<file path="src/rtl/id_issue_ctrl_pkg.sv">
// rtl/id_issue_ctrl_pkg.sv - shared types and constants for the decode/execute issue controller
//
// Purpose: forwarding-select encodings, issue FSM states, the issue control
//   bundle captured by the ID/EX registers, and the scoreboard slot record.
// Ports: none (package).
package id_issue_ctrl_pkg;

  localparam logic [1:0] FWD_RF    = 2'd0;
  localparam logic [1:0] FWD_EXMEM = 2'd1;
  localparam logic [1:0] FWD_MEMWB = 2'd2;

  typedef enum logic [1:0] {
    RUN,
    DRAIN,
    HALTED
  } issue_state_e;

  typedef struct packed {
    logic       halt;
    logic       alu_src;
    logic [4:0] alu_op;
    logic [3:0] jmp_type;
    logic       reg_wrenable;
    logic [4:0] write_reg;
    logic       mem_wrenable;
    logic       mem_to_reg;
  } issue_ctrl_t;

  typedef struct packed {
    logic       valid;
    logic [4:0] write_reg;
    logic       reg_wrenable;
    logic       mem_to_reg;
  } sb_slot_t;

  // A bubble is the all-zero bundle: no write, no jump, no memory, no halt.
  localparam issue_ctrl_t ISSUE_BUBBLE = '0;

  // True when a slot produces a register the consumer actually reads.
  // Register 0 is hardwired, so it never matches.
  function automatic logic src_hit(sb_slot_t slot, logic uses, logic [4:0] rs);
    return slot.valid && slot.reg_wrenable && (slot.write_reg != 5'd0) &&
           uses && (slot.write_reg == rs);
  endfunction

endpackage

</file>
<file path="src/rtl/id_issue_ctrl_if.sv">
// rtl/id_issue_ctrl_if.sv - decoder-to-issue and issue-to-ID/EX signal bundle
//
// Purpose: groups the decoded instruction, branch resolution, and the
//   registered issue bundle with its stall/halted status.
// Ports: none; modport master = decoder/pipeline side, slave = issue controller.
interface id_issue_ctrl_if #(
  parameter int PC_W = 5
);

  logic            dec_valid;
  logic [PC_W-1:0] dec_pc;
  logic            dec_halt;
  logic [4:0]      dec_rs1;
  logic [4:0]      dec_rs2;
  logic            dec_uses_rs1;
  logic            dec_uses_rs2;
  logic            dec_alu_src;
  logic [4:0]      dec_alu_op;
  logic [3:0]      dec_jmp_type;
  logic            dec_reg_wrenable;
  logic [4:0]      dec_write_reg;
  logic            dec_mem_wrenable;
  logic            dec_mem_to_reg;
  logic            ex_branch_taken;

  logic [PC_W-1:0] iss_pc;
  logic            iss_halt;
  logic            iss_alu_src;
  logic [4:0]      iss_alu_op;
  logic [3:0]      iss_jmp_type;
  logic            iss_reg_wrenable;
  logic [4:0]      iss_write_reg;
  logic            iss_mem_wrenable;
  logic            iss_mem_to_reg;
  logic [1:0]      iss_fwd_a;
  logic [1:0]      iss_fwd_b;
  logic            stall;
  logic            halted;

  modport master (
    output dec_valid, dec_pc, dec_halt, dec_rs1, dec_rs2, dec_uses_rs1, dec_uses_rs2,
           dec_alu_src, dec_alu_op, dec_jmp_type, dec_reg_wrenable, dec_write_reg,
           dec_mem_wrenable, dec_mem_to_reg, ex_branch_taken,
    input  iss_pc, iss_halt, iss_alu_src, iss_alu_op, iss_jmp_type, iss_reg_wrenable,
           iss_write_reg, iss_mem_wrenable, iss_mem_to_reg, iss_fwd_a, iss_fwd_b,
           stall, halted
  );

  modport slave (
    input  dec_valid, dec_pc, dec_halt, dec_rs1, dec_rs2, dec_uses_rs1, dec_uses_rs2,
           dec_alu_src, dec_alu_op, dec_jmp_type, dec_reg_wrenable, dec_write_reg,
           dec_mem_wrenable, dec_mem_to_reg, ex_branch_taken,
    output iss_pc, iss_halt, iss_alu_src, iss_alu_op, iss_jmp_type, iss_reg_wrenable,
           iss_write_reg, iss_mem_wrenable, iss_mem_to_reg, iss_fwd_a, iss_fwd_b,
           stall, halted
  );

endinterface

</file>
<file path="src/rtl/id_hazard_scoreboard.sv">
// rtl/id_hazard_scoreboard.sv - two-deep issue scoreboard with load-use and forwarding logic
//
// Purpose: slot E = instruction issued last cycle, slot M = two cycles ago.
//   Flags a load-use hazard against E and picks operand forwarding sources.
// Ports: clk, reset (sync, active-high); rs1_i/rs2_i/uses_rs*_i decoded sources;
//   issue_valid_i/issue_i bundle being issued this cycle; load_use_o;
//   fwd_a_o/fwd_b_o forwarding selects for the instruction being issued.
module id_hazard_scoreboard
  import id_issue_ctrl_pkg::*;
(
  input  logic        clk,
  input  logic        reset,
  input  logic [4:0]  rs1_i,
  input  logic [4:0]  rs2_i,
  input  logic        uses_rs1_i,
  input  logic        uses_rs2_i,
  input  logic        issue_valid_i,
  input  issue_ctrl_t issue_i,
  output logic        load_use_o,
  output logic [1:0]  fwd_a_o,
  output logic [1:0]  fwd_b_o
);

  sb_slot_t e_q, e_d, m_q, m_d;

  function automatic logic [1:0] fwd_sel(sb_slot_t e, sb_slot_t m, logic uses, logic [4:0] rs);
    // A load in E cannot forward yet; that case is stalled, so fall through.
    if (src_hit(e, uses, rs) && !e.mem_to_reg) return FWD_EXMEM;
    else if (src_hit(m, uses, rs))             return FWD_MEMWB;
    else                                       return FWD_RF;
  endfunction

  always_comb begin
    e_d.valid        = issue_valid_i;
    e_d.write_reg    = issue_i.write_reg;
    e_d.reg_wrenable = issue_i.reg_wrenable;
    e_d.mem_to_reg   = issue_i.mem_to_reg;
    m_d              = e_q;
  end

  assign load_use_o = e_q.mem_to_reg &&
                      (src_hit(e_q, uses_rs1_i, rs1_i) || src_hit(e_q, uses_rs2_i, rs2_i));
  assign fwd_a_o    = fwd_sel(e_q, m_q, uses_rs1_i, rs1_i);
  assign fwd_b_o    = fwd_sel(e_q, m_q, uses_rs2_i, rs2_i);

  always_ff @(posedge clk) begin
    if (reset) begin
      e_q <= '0;
      m_q <= '0;
    end else begin
      e_q <= e_d;
      m_q <= m_d;
    end
  end

endmodule

</file>
<file path="src/rtl/id_issue_ctrl.sv">
// rtl/id_issue_ctrl.sv - decode-side issue controller driving the ID/EX pipeline registers
//
// Purpose: issues decoded instructions with forwarding selects, inserts bubbles
//   on load-use hazards and taken branches, and drains then stops on halt.
// Ports: clk, reset (sync, active-high); bus (slave modport) carrying the
//   decoded instruction, ex_branch_taken, the registered iss_* bundle,
//   combinational stall and registered halted.
module id_issue_ctrl
  import id_issue_ctrl_pkg::*;
#(
  parameter int DRAIN_CYCLES = 3,
  parameter int PC_W         = 5
) (
  input logic           clk,
  input logic           reset,
  id_issue_ctrl_if.slave bus
);

  localparam int CNT_W = (DRAIN_CYCLES < 2) ? 1 : $clog2(DRAIN_CYCLES + 1);

  issue_state_e    state_q, state_d;
  logic [CNT_W-1:0] cnt_q, cnt_d;
  issue_ctrl_t     iss_q, iss_d, dec_ctrl;
  logic [PC_W-1:0] pc_q, pc_d;
  logic [1:0]      fwd_a_q, fwd_a_d, fwd_b_q, fwd_b_d;
  logic            halted_q, halted_d;
  logic            issue_valid, stall_c, load_use;
  logic [1:0]      sb_fwd_a, sb_fwd_b;

  assign dec_ctrl = '{halt:         bus.dec_halt,
                      alu_src:      bus.dec_alu_src,
                      alu_op:       bus.dec_alu_op,
                      jmp_type:     bus.dec_jmp_type,
                      reg_wrenable: bus.dec_reg_wrenable,
                      write_reg:    bus.dec_write_reg,
                      mem_wrenable: bus.dec_mem_wrenable,
                      mem_to_reg:   bus.dec_mem_to_reg};

  id_hazard_scoreboard u_sb (
    .clk          (clk),
    .reset        (reset),
    .rs1_i        (bus.dec_rs1),
    .rs2_i        (bus.dec_rs2),
    .uses_rs1_i   (bus.dec_uses_rs1),
    .uses_rs2_i   (bus.dec_uses_rs2),
    .issue_valid_i(issue_valid),
    .issue_i      (iss_d),
    .load_use_o   (load_use),
    .fwd_a_o      (sb_fwd_a),
    .fwd_b_o      (sb_fwd_b)
  );

  always_comb begin
    state_d     = state_q;
    cnt_d       = cnt_q;
    iss_d       = ISSUE_BUBBLE;
    pc_d        = '0;
    fwd_a_d     = FWD_RF;
    fwd_b_d     = FWD_RF;
    issue_valid = 1'b0;
    stall_c     = 1'b0;
    unique case (state_q)
      RUN: begin
        // A taken branch kills the decoder's instruction, so neither a hazard
        // stall nor a halt in that slot matters.
        if (!bus.ex_branch_taken && bus.dec_valid) begin
          if (load_use) begin
            stall_c = 1'b1;
          end else begin
            iss_d       = dec_ctrl;
            pc_d        = bus.dec_pc;
            fwd_a_d     = sb_fwd_a;
            fwd_b_d     = sb_fwd_b;
            issue_valid = 1'b1;
            if (bus.dec_halt) begin
              state_d = DRAIN;
              cnt_d   = CNT_W'(DRAIN_CYCLES);
            end
          end
        end
      end
      DRAIN: begin
        // The halt is committed; branch resolution is ignored from here on.
        stall_c = 1'b1;
        cnt_d   = cnt_q - CNT_W'(1);
        if (cnt_q == CNT_W'(1)) state_d = HALTED;
      end
      HALTED: stall_c = 1'b1;
      default: state_d = RUN;
    endcase
    halted_d = (state_d == HALTED);
    if (reset) stall_c = 1'b0;
  end

  always_ff @(posedge clk) begin
    if (reset) begin
      state_q  <= RUN;
      cnt_q    <= '0;
      iss_q    <= ISSUE_BUBBLE;
      pc_q     <= '0;
      fwd_a_q  <= FWD_RF;
      fwd_b_q  <= FWD_RF;
      halted_q <= 1'b0;
    end else begin
      state_q  <= state_d;
      cnt_q    <= cnt_d;
      iss_q    <= iss_d;
      pc_q     <= pc_d;
      fwd_a_q  <= fwd_a_d;
      fwd_b_q  <= fwd_b_d;
      halted_q <= halted_d;
    end
  end

  assign bus.iss_pc           = pc_q;
  assign bus.iss_halt         = iss_q.halt;
  assign bus.iss_alu_src      = iss_q.alu_src;
  assign bus.iss_alu_op       = iss_q.alu_op;
  assign bus.iss_jmp_type     = iss_q.jmp_type;
  assign bus.iss_reg_wrenable = iss_q.reg_wrenable;
  assign bus.iss_write_reg    = iss_q.write_reg;
  assign bus.iss_mem_wrenable = iss_q.mem_wrenable;
  assign bus.iss_mem_to_reg   = iss_q.mem_to_reg;
  assign bus.iss_fwd_a        = fwd_a_q;
  assign bus.iss_fwd_b        = fwd_b_q;
  assign bus.stall            = stall_c;
  assign bus.halted           = halted_q;

endmodule

</file>
<file path="src/flat_wrapper.sv">
// flat-port wrapper written by rule: the top's interface ports become plain ports
module id_issue_ctrl_flat import id_issue_ctrl_pkg::*;
#(
  parameter int DRAIN_CYCLES = 3,
  parameter int PC_W         = 5
)
  (clk, reset, bus_dec_valid, bus_dec_pc, bus_dec_halt, bus_dec_rs1, bus_dec_rs2, bus_dec_uses_rs1, bus_dec_uses_rs2, bus_dec_alu_src, bus_dec_alu_op, bus_dec_jmp_type, bus_dec_reg_wrenable, bus_dec_write_reg, bus_dec_mem_wrenable, bus_dec_mem_to_reg, bus_ex_branch_taken, bus_iss_pc, bus_iss_halt, bus_iss_alu_src, bus_iss_alu_op, bus_iss_jmp_type, bus_iss_reg_wrenable, bus_iss_write_reg, bus_iss_mem_wrenable, bus_iss_mem_to_reg, bus_iss_fwd_a, bus_iss_fwd_b, bus_stall, bus_halted);
  id_issue_ctrl_if #(.PC_W(PC_W)) bus_i ();
  input logic clk;
  input logic reset;
  input wire logic [$bits(bus_i.dec_valid)-1:0] bus_dec_valid;
  input wire logic [$bits(bus_i.dec_pc)-1:0] bus_dec_pc;
  input wire logic [$bits(bus_i.dec_halt)-1:0] bus_dec_halt;
  input wire logic [$bits(bus_i.dec_rs1)-1:0] bus_dec_rs1;
  input wire logic [$bits(bus_i.dec_rs2)-1:0] bus_dec_rs2;
  input wire logic [$bits(bus_i.dec_uses_rs1)-1:0] bus_dec_uses_rs1;
  input wire logic [$bits(bus_i.dec_uses_rs2)-1:0] bus_dec_uses_rs2;
  input wire logic [$bits(bus_i.dec_alu_src)-1:0] bus_dec_alu_src;
  input wire logic [$bits(bus_i.dec_alu_op)-1:0] bus_dec_alu_op;
  input wire logic [$bits(bus_i.dec_jmp_type)-1:0] bus_dec_jmp_type;
  input wire logic [$bits(bus_i.dec_reg_wrenable)-1:0] bus_dec_reg_wrenable;
  input wire logic [$bits(bus_i.dec_write_reg)-1:0] bus_dec_write_reg;
  input wire logic [$bits(bus_i.dec_mem_wrenable)-1:0] bus_dec_mem_wrenable;
  input wire logic [$bits(bus_i.dec_mem_to_reg)-1:0] bus_dec_mem_to_reg;
  input wire logic [$bits(bus_i.ex_branch_taken)-1:0] bus_ex_branch_taken;
  output wire logic [$bits(bus_i.iss_pc)-1:0] bus_iss_pc;
  output wire logic [$bits(bus_i.iss_halt)-1:0] bus_iss_halt;
  output wire logic [$bits(bus_i.iss_alu_src)-1:0] bus_iss_alu_src;
  output wire logic [$bits(bus_i.iss_alu_op)-1:0] bus_iss_alu_op;
  output wire logic [$bits(bus_i.iss_jmp_type)-1:0] bus_iss_jmp_type;
  output wire logic [$bits(bus_i.iss_reg_wrenable)-1:0] bus_iss_reg_wrenable;
  output wire logic [$bits(bus_i.iss_write_reg)-1:0] bus_iss_write_reg;
  output wire logic [$bits(bus_i.iss_mem_wrenable)-1:0] bus_iss_mem_wrenable;
  output wire logic [$bits(bus_i.iss_mem_to_reg)-1:0] bus_iss_mem_to_reg;
  output wire logic [$bits(bus_i.iss_fwd_a)-1:0] bus_iss_fwd_a;
  output wire logic [$bits(bus_i.iss_fwd_b)-1:0] bus_iss_fwd_b;
  output wire logic [$bits(bus_i.stall)-1:0] bus_stall;
  output wire logic [$bits(bus_i.halted)-1:0] bus_halted;
  assign bus_i.dec_valid = bus_dec_valid;
  assign bus_i.dec_pc = bus_dec_pc;
  assign bus_i.dec_halt = bus_dec_halt;
  assign bus_i.dec_rs1 = bus_dec_rs1;
  assign bus_i.dec_rs2 = bus_dec_rs2;
  assign bus_i.dec_uses_rs1 = bus_dec_uses_rs1;
  assign bus_i.dec_uses_rs2 = bus_dec_uses_rs2;
  assign bus_i.dec_alu_src = bus_dec_alu_src;
  assign bus_i.dec_alu_op = bus_dec_alu_op;
  assign bus_i.dec_jmp_type = bus_dec_jmp_type;
  assign bus_i.dec_reg_wrenable = bus_dec_reg_wrenable;
  assign bus_i.dec_write_reg = bus_dec_write_reg;
  assign bus_i.dec_mem_wrenable = bus_dec_mem_wrenable;
  assign bus_i.dec_mem_to_reg = bus_dec_mem_to_reg;
  assign bus_i.ex_branch_taken = bus_ex_branch_taken;
  assign bus_iss_pc = bus_i.iss_pc;
  assign bus_iss_halt = bus_i.iss_halt;
  assign bus_iss_alu_src = bus_i.iss_alu_src;
  assign bus_iss_alu_op = bus_i.iss_alu_op;
  assign bus_iss_jmp_type = bus_i.iss_jmp_type;
  assign bus_iss_reg_wrenable = bus_i.iss_reg_wrenable;
  assign bus_iss_write_reg = bus_i.iss_write_reg;
  assign bus_iss_mem_wrenable = bus_i.iss_mem_wrenable;
  assign bus_iss_mem_to_reg = bus_i.iss_mem_to_reg;
  assign bus_iss_fwd_a = bus_i.iss_fwd_a;
  assign bus_iss_fwd_b = bus_i.iss_fwd_b;
  assign bus_stall = bus_i.stall;
  assign bus_halted = bus_i.halted;
  id_issue_ctrl #(.DRAIN_CYCLES(DRAIN_CYCLES), .PC_W(PC_W)) u_core (.clk(clk), .reset(reset), .bus(bus_i));
endmodule
</file>
<file path="config.mk">
export PLATFORM = sky130hd
export DESIGN_NAME = id_issue_ctrl_flat
export DESIGN_NICKNAME = d
export VERILOG_FILES = /design/src/rtl/id_issue_ctrl_pkg.sv /design/src/rtl/id_issue_ctrl_if.sv /design/src/rtl/id_hazard_scoreboard.sv /design/src/rtl/id_issue_ctrl.sv /design/src/flat_wrapper.sv
export SDC_FILE = /design/constraint.sdc
export NUM_CORES = 1
export LEC_CHECK = 0
export ABC_CLOCK_PERIOD_IN_PS = 2300
export BUFFER_PORTS_ARGS = -buffer_cell sky130_fd_sc_hd__buf_2
export CORE_MARGIN = 4
export CORE_UTILIZATION = 49
export CTS_BUF_LIST = sky130_fd_sc_hd__clkbuf_2 sky130_fd_sc_hd__clkbuf_4 sky130_fd_sc_hd__clkbuf_8
export DETAILED_ROUTE_END_ITERATION = 7
export PLACE_DENSITY = 0.82
export REMOVE_ABC_BUFFERS = 1
export SETUP_SLACK_MARGIN = 0.15
export SYNTH_ARGS = -nofsm -noshare
export SYNTH_HDL_FRONTEND = slang
export SYNTH_SLANG_ARGS = --single-unit
</file>
<file path="constraint.sdc">
create_clock -name clk -period 2.3 [get_ports clk]
set_input_delay 0.46 -clock clk [delete_from_list [all_inputs] [get_ports clk]]
set_output_delay 0.46 -clock clk [all_outputs]
set_load 0.005 [all_outputs]
</file>
==> impl_metrics.env <==
export IMPL_crit_type="reg2out"
export IMPL_clk_pin_slew_worst_paths_ns=0.12
export IMPL_hold_ws_ns=0.307
export IMPL_violations="negative setup slack"
export IMPL_cts_sinks=41
export IMPL_ios=70
export IMPL_n_antenna_cell=0
export IMPL_finalSetupViolCount=1
export IMPL_cap_violations=0
export IMPL_n_fill_cell=246
export IMPL_grt_pass1_vias=1289
export IMPL_postLayoutCellArea_um2=2260
export IMPL_ant_nets=0
export IMPL_drcViolationCount=0
export IMPL_fin_crit_ns=2.37
export IMPL_numCtsBuffers=5
export IMPL_ys_seq_elements=41
export IMPL_clk_path_buf_depth=2
export IMPL_multi_input_area_um2=810
export IMPL_outcome="finished with violations"
export IMPL_register_area_um2=828
export IMPL_combPwrFrac_pct=13.1
export IMPL_first_iter_violations=102
export IMPL_hold_violations=0
export IMPL_reg2reg_to="u_core.cnt_q[0]$_SDFFE_PP0P_"
export IMPL_die_h_um=65.8
export IMPL_synth_most_common_cell="dfxtp_1"
export IMPL_regMostFlops="u_core.u_sb.m_q"
export IMPL_synthCells=157
export IMPL_die_x_um=65.8
export IMPL_dieArea_um2=4330
export IMPL_worst_slack_ns=-0.0719
export IMPL_finalCritPeriodShare_pct=103
export IMPL_reg2reg_slack_ns=0.05
export IMPL_synth_seq_area_share_pct=50.1
export IMPL_wirelength_um=3610
export IMPL_min_delay_start="bus_dec_pc[1]"
export IMPL_start_util_pct=52.4
export IMPL_place_area_um2=2020
export IMPL_synth_ff_type="dfxtp_1"
export IMPL_cts_tree="yes"
export IMPL_drive_gt1_share_pct=48.7
export IMPL_grt_overflow=0
export IMPL_cp_max_fo=2
export IMPL_rr_worst_depth=8
export IMPL_area_growth_pct=38.0
export IMPL_netlist_top_cells_area="dfxtp_1 (50%), and2_1 (8.8%), xor2_1 (8.5%), ha_1 (4.6%), nor2b_1 (3.4%)"
export IMPL_vdd_drop_max_v=0.000494
export IMPL_yosys_area_top_type_share_pct=50.1
export IMPL_hpwl_um=2630
export IMPL_fin_setup_tns_ns=-0.0719
export IMPL_hold_depth=2
export IMPL_synth_cell_types=32
export IMPL_cts_htree_levels=2
export IMPL_synthesis_area_um2=1640
export IMPL_antenna_found_initial=0
export IMPL_p_clk_share_pct=34.6
export IMPL_synthArstFlopShare_pct=0
export IMPL_cp_required_ns=1.84
export IMPL_cts_hold_buf=0
export IMPL_p_per_area_nw_per_um2=634
export IMPL_rows=20
export IMPL_clock_fmax_ghz=0.422
export IMPL_synth_largest_area_cell="dfxtp_1"
export IMPL_fin_skew_ns=0.00759
export IMPL_fin_nets=283
export IMPL_post_drt_wl_per_cell_um=12.8
export IMPL_r2r_start="u_core.bus.iss_write_reg[2]$_SDFF_PP0_"
export IMPL_firstDrtPassIters=4
export IMPL_synth_edf_count=0
export IMPL_crit_slowest_cell="or4_4"
export IMPL_gp_congestion=0.904
export IMPL_setup_worst_path_end_class="primary output"
export IMPL_clock_root_buffer="clkbuf_4"
export IMPL_grt_usage_pct=17.9
export IMPL_p_leak_nw=1.14
export IMPL_hp_class="in2reg"
export IMPL_largest_register_ffs=7
export IMPL_maxSlewViolCount=0
export IMPL_relSlewSlack_pct=73.0
export IMPL_internal_power_mw=1.10
export IMPL_syn_avg_cell_area_um2=10.4
export IMPL_grt_first_pass_wirelength_um=5720
export IMPL_tightest_slew_ns=0.404
export IMPL_core_region_area_um2=3130
export IMPL_grt_max_degree=25
export IMPL_cp_arrival_ns=1.91
export IMPL_power_switching_mw=0.329
export IMPL_synth_common_cells="dfxtp_1 (41), and2_1 (23), xor2_1 (16), nor2b_1 (9), inv_1 (7)"
export IMPL_cp_cell_sequence="or4_4, o211ai_4, inv_2, o211a_4, a31oi_1, nor2_1, buf_2"
export IMPL_clk_latency_ns=0.34
export IMPL_swShare_pct=22.9
export IMPL_viasPerCell=4.77
export IMPL_vias=1346
export IMPL_yosys_warnings=0
export IMPL_io_buffer_count=69
export IMPL_start_kind="flop"
export IMPL_hold_end="u_core.bus.iss_pc[1]$_SDFF_PP0_"
export IMPL_seqPwrFrac_pct=52.3
export IMPL_critPathMaxStageDelay_ns=0.54
export IMPL_rsz0062_at_grt="yes"
timing repair:
| action | in CTS | in global routing |
|---|---|---|
| gates cloned | 0 | 2 |
| pin swaps | 9 | 9 |
| setup endpoints to repair | 1 | 26 |
| buffers inserted | 2 | 4 |
| resized for setup | 8 | 23 |
cell type report:
cell class / instances / area share (%)
Inverter: 8 / 1.33
Sequential cell: 41 / 36.6
Clock buffer: 7 / 2.60
Timing Repair Buffer: 81 / 19.9
Multi-Input combinational cell: 100 / 35.8
Tap cell: 44 / 2.43
Clock inverter: 1 / 1.33
per-layer routing:
| layer | share of wire (%) | vias to the layer above | track usage [%] |
|---|---|---|---|
| met3 | 11 | 5 | 9.52 |
| met2 | 47 | 63 | 28.3 |
| met1 | 40 | 596 | 19.9 |
| met5 | 0 | - | 0 |
| li1 | - | 682 | - |
| met4 | 1.3 | 0 | 7.77 |
power groups by stage:
| stage | registers (mW) | clock network, mW | logic, mW |
|---|---|---|---|
| after global placement | 0.765 | 0 | 0.158 |
| after global routing | 0.753 | 0.549 | 0.209 |
| after detailed placement | 0.765 | 0 | 0.162 |
| after CTS | 0.751 | 0.506 | 0.169 |
| after floorplan | 0.766 | 0 | 0.0808 |
| final | 0.750 | 0.496 | 0.188 |
kinds of logic (layout without fill, tap and decap cells):
logic type	after synthesis	in the layout	share of synthesized area (%)
xor+xnor	20	20	10.7
compound gates	13	13	7.10
buf+inv	16	97	4.96
flops	41	41	50.1
simple gates	61	61	22.6
fa+ha+maj	6	6	4.58
stage by stage:
| stage | util, % | instances | setup WS, ns | total power, mW |
|---|---|---|---|---|
| after floorplan | - | 149 | 0.311 | 0.847 |
| after global placement | 64.5 | 266 | 0.104 | 0.923 |
| after detailed placement | 64.5 | 266 | 0.0370 | 0.928 |
| after CTS | 68.7 | 276 | -0.127 | 1.43 |
| after global routing | 72.3 | 282 | -0.191 | 1.51 |
| final | 72.3 | 282 | -0.0719 | 1.43 |
worst max path at each step:
stage                                           startpoint                                  to  slack (ns)  cells past startpoint
global route        u_core.bus.iss_write_reg[2]$_SDFF_PP0_                           bus_stall       -0.19                      7
CTS                 u_core.bus.iss_write_reg[2]$_SDFF_PP0_                           bus_stall       -0.13                      8
floorplan           u_core.bus.iss_write_reg[1]$_SDFF_PP0_  u_core.bus.iss_fwd_a[1]$_SDFF_PP0_        0.31                      6
finish              u_core.bus.iss_write_reg[2]$_SDFF_PP0_                           bus_stall       -0.07                      7
global placement                            bus_dec_rs1[0]                           bus_stall        0.10                      8
detailed placement                          bus_dec_rs1[0]                           bus_stall        0.04                      8
layout by cell type (no fill, tap or decap), types with 3 or more instances in the layout:
cell	count
buf_4	8
xor2_1	16
buf_6	4
xnor2_1	4
clkbuf_4	6
dfxtp_2	3
nor2b_1	9
nor4_1	5
ha_1	6
dfxtp_1	37
and2_1	10
nor2_1	6
buf_2	69
inv_1	7
and2_4	13
nand2_1	5
critical path, delay by kind of cell, from the launching register on:
family	cells	cell delay (ns)
AND/OR/NAND/NOR	2	0.60
AO/OA/AOI/OAI	3	0.46
flip-flops	1	0.34
buffers and inverters	2	0.17
(Power assumes the default switching activity.)
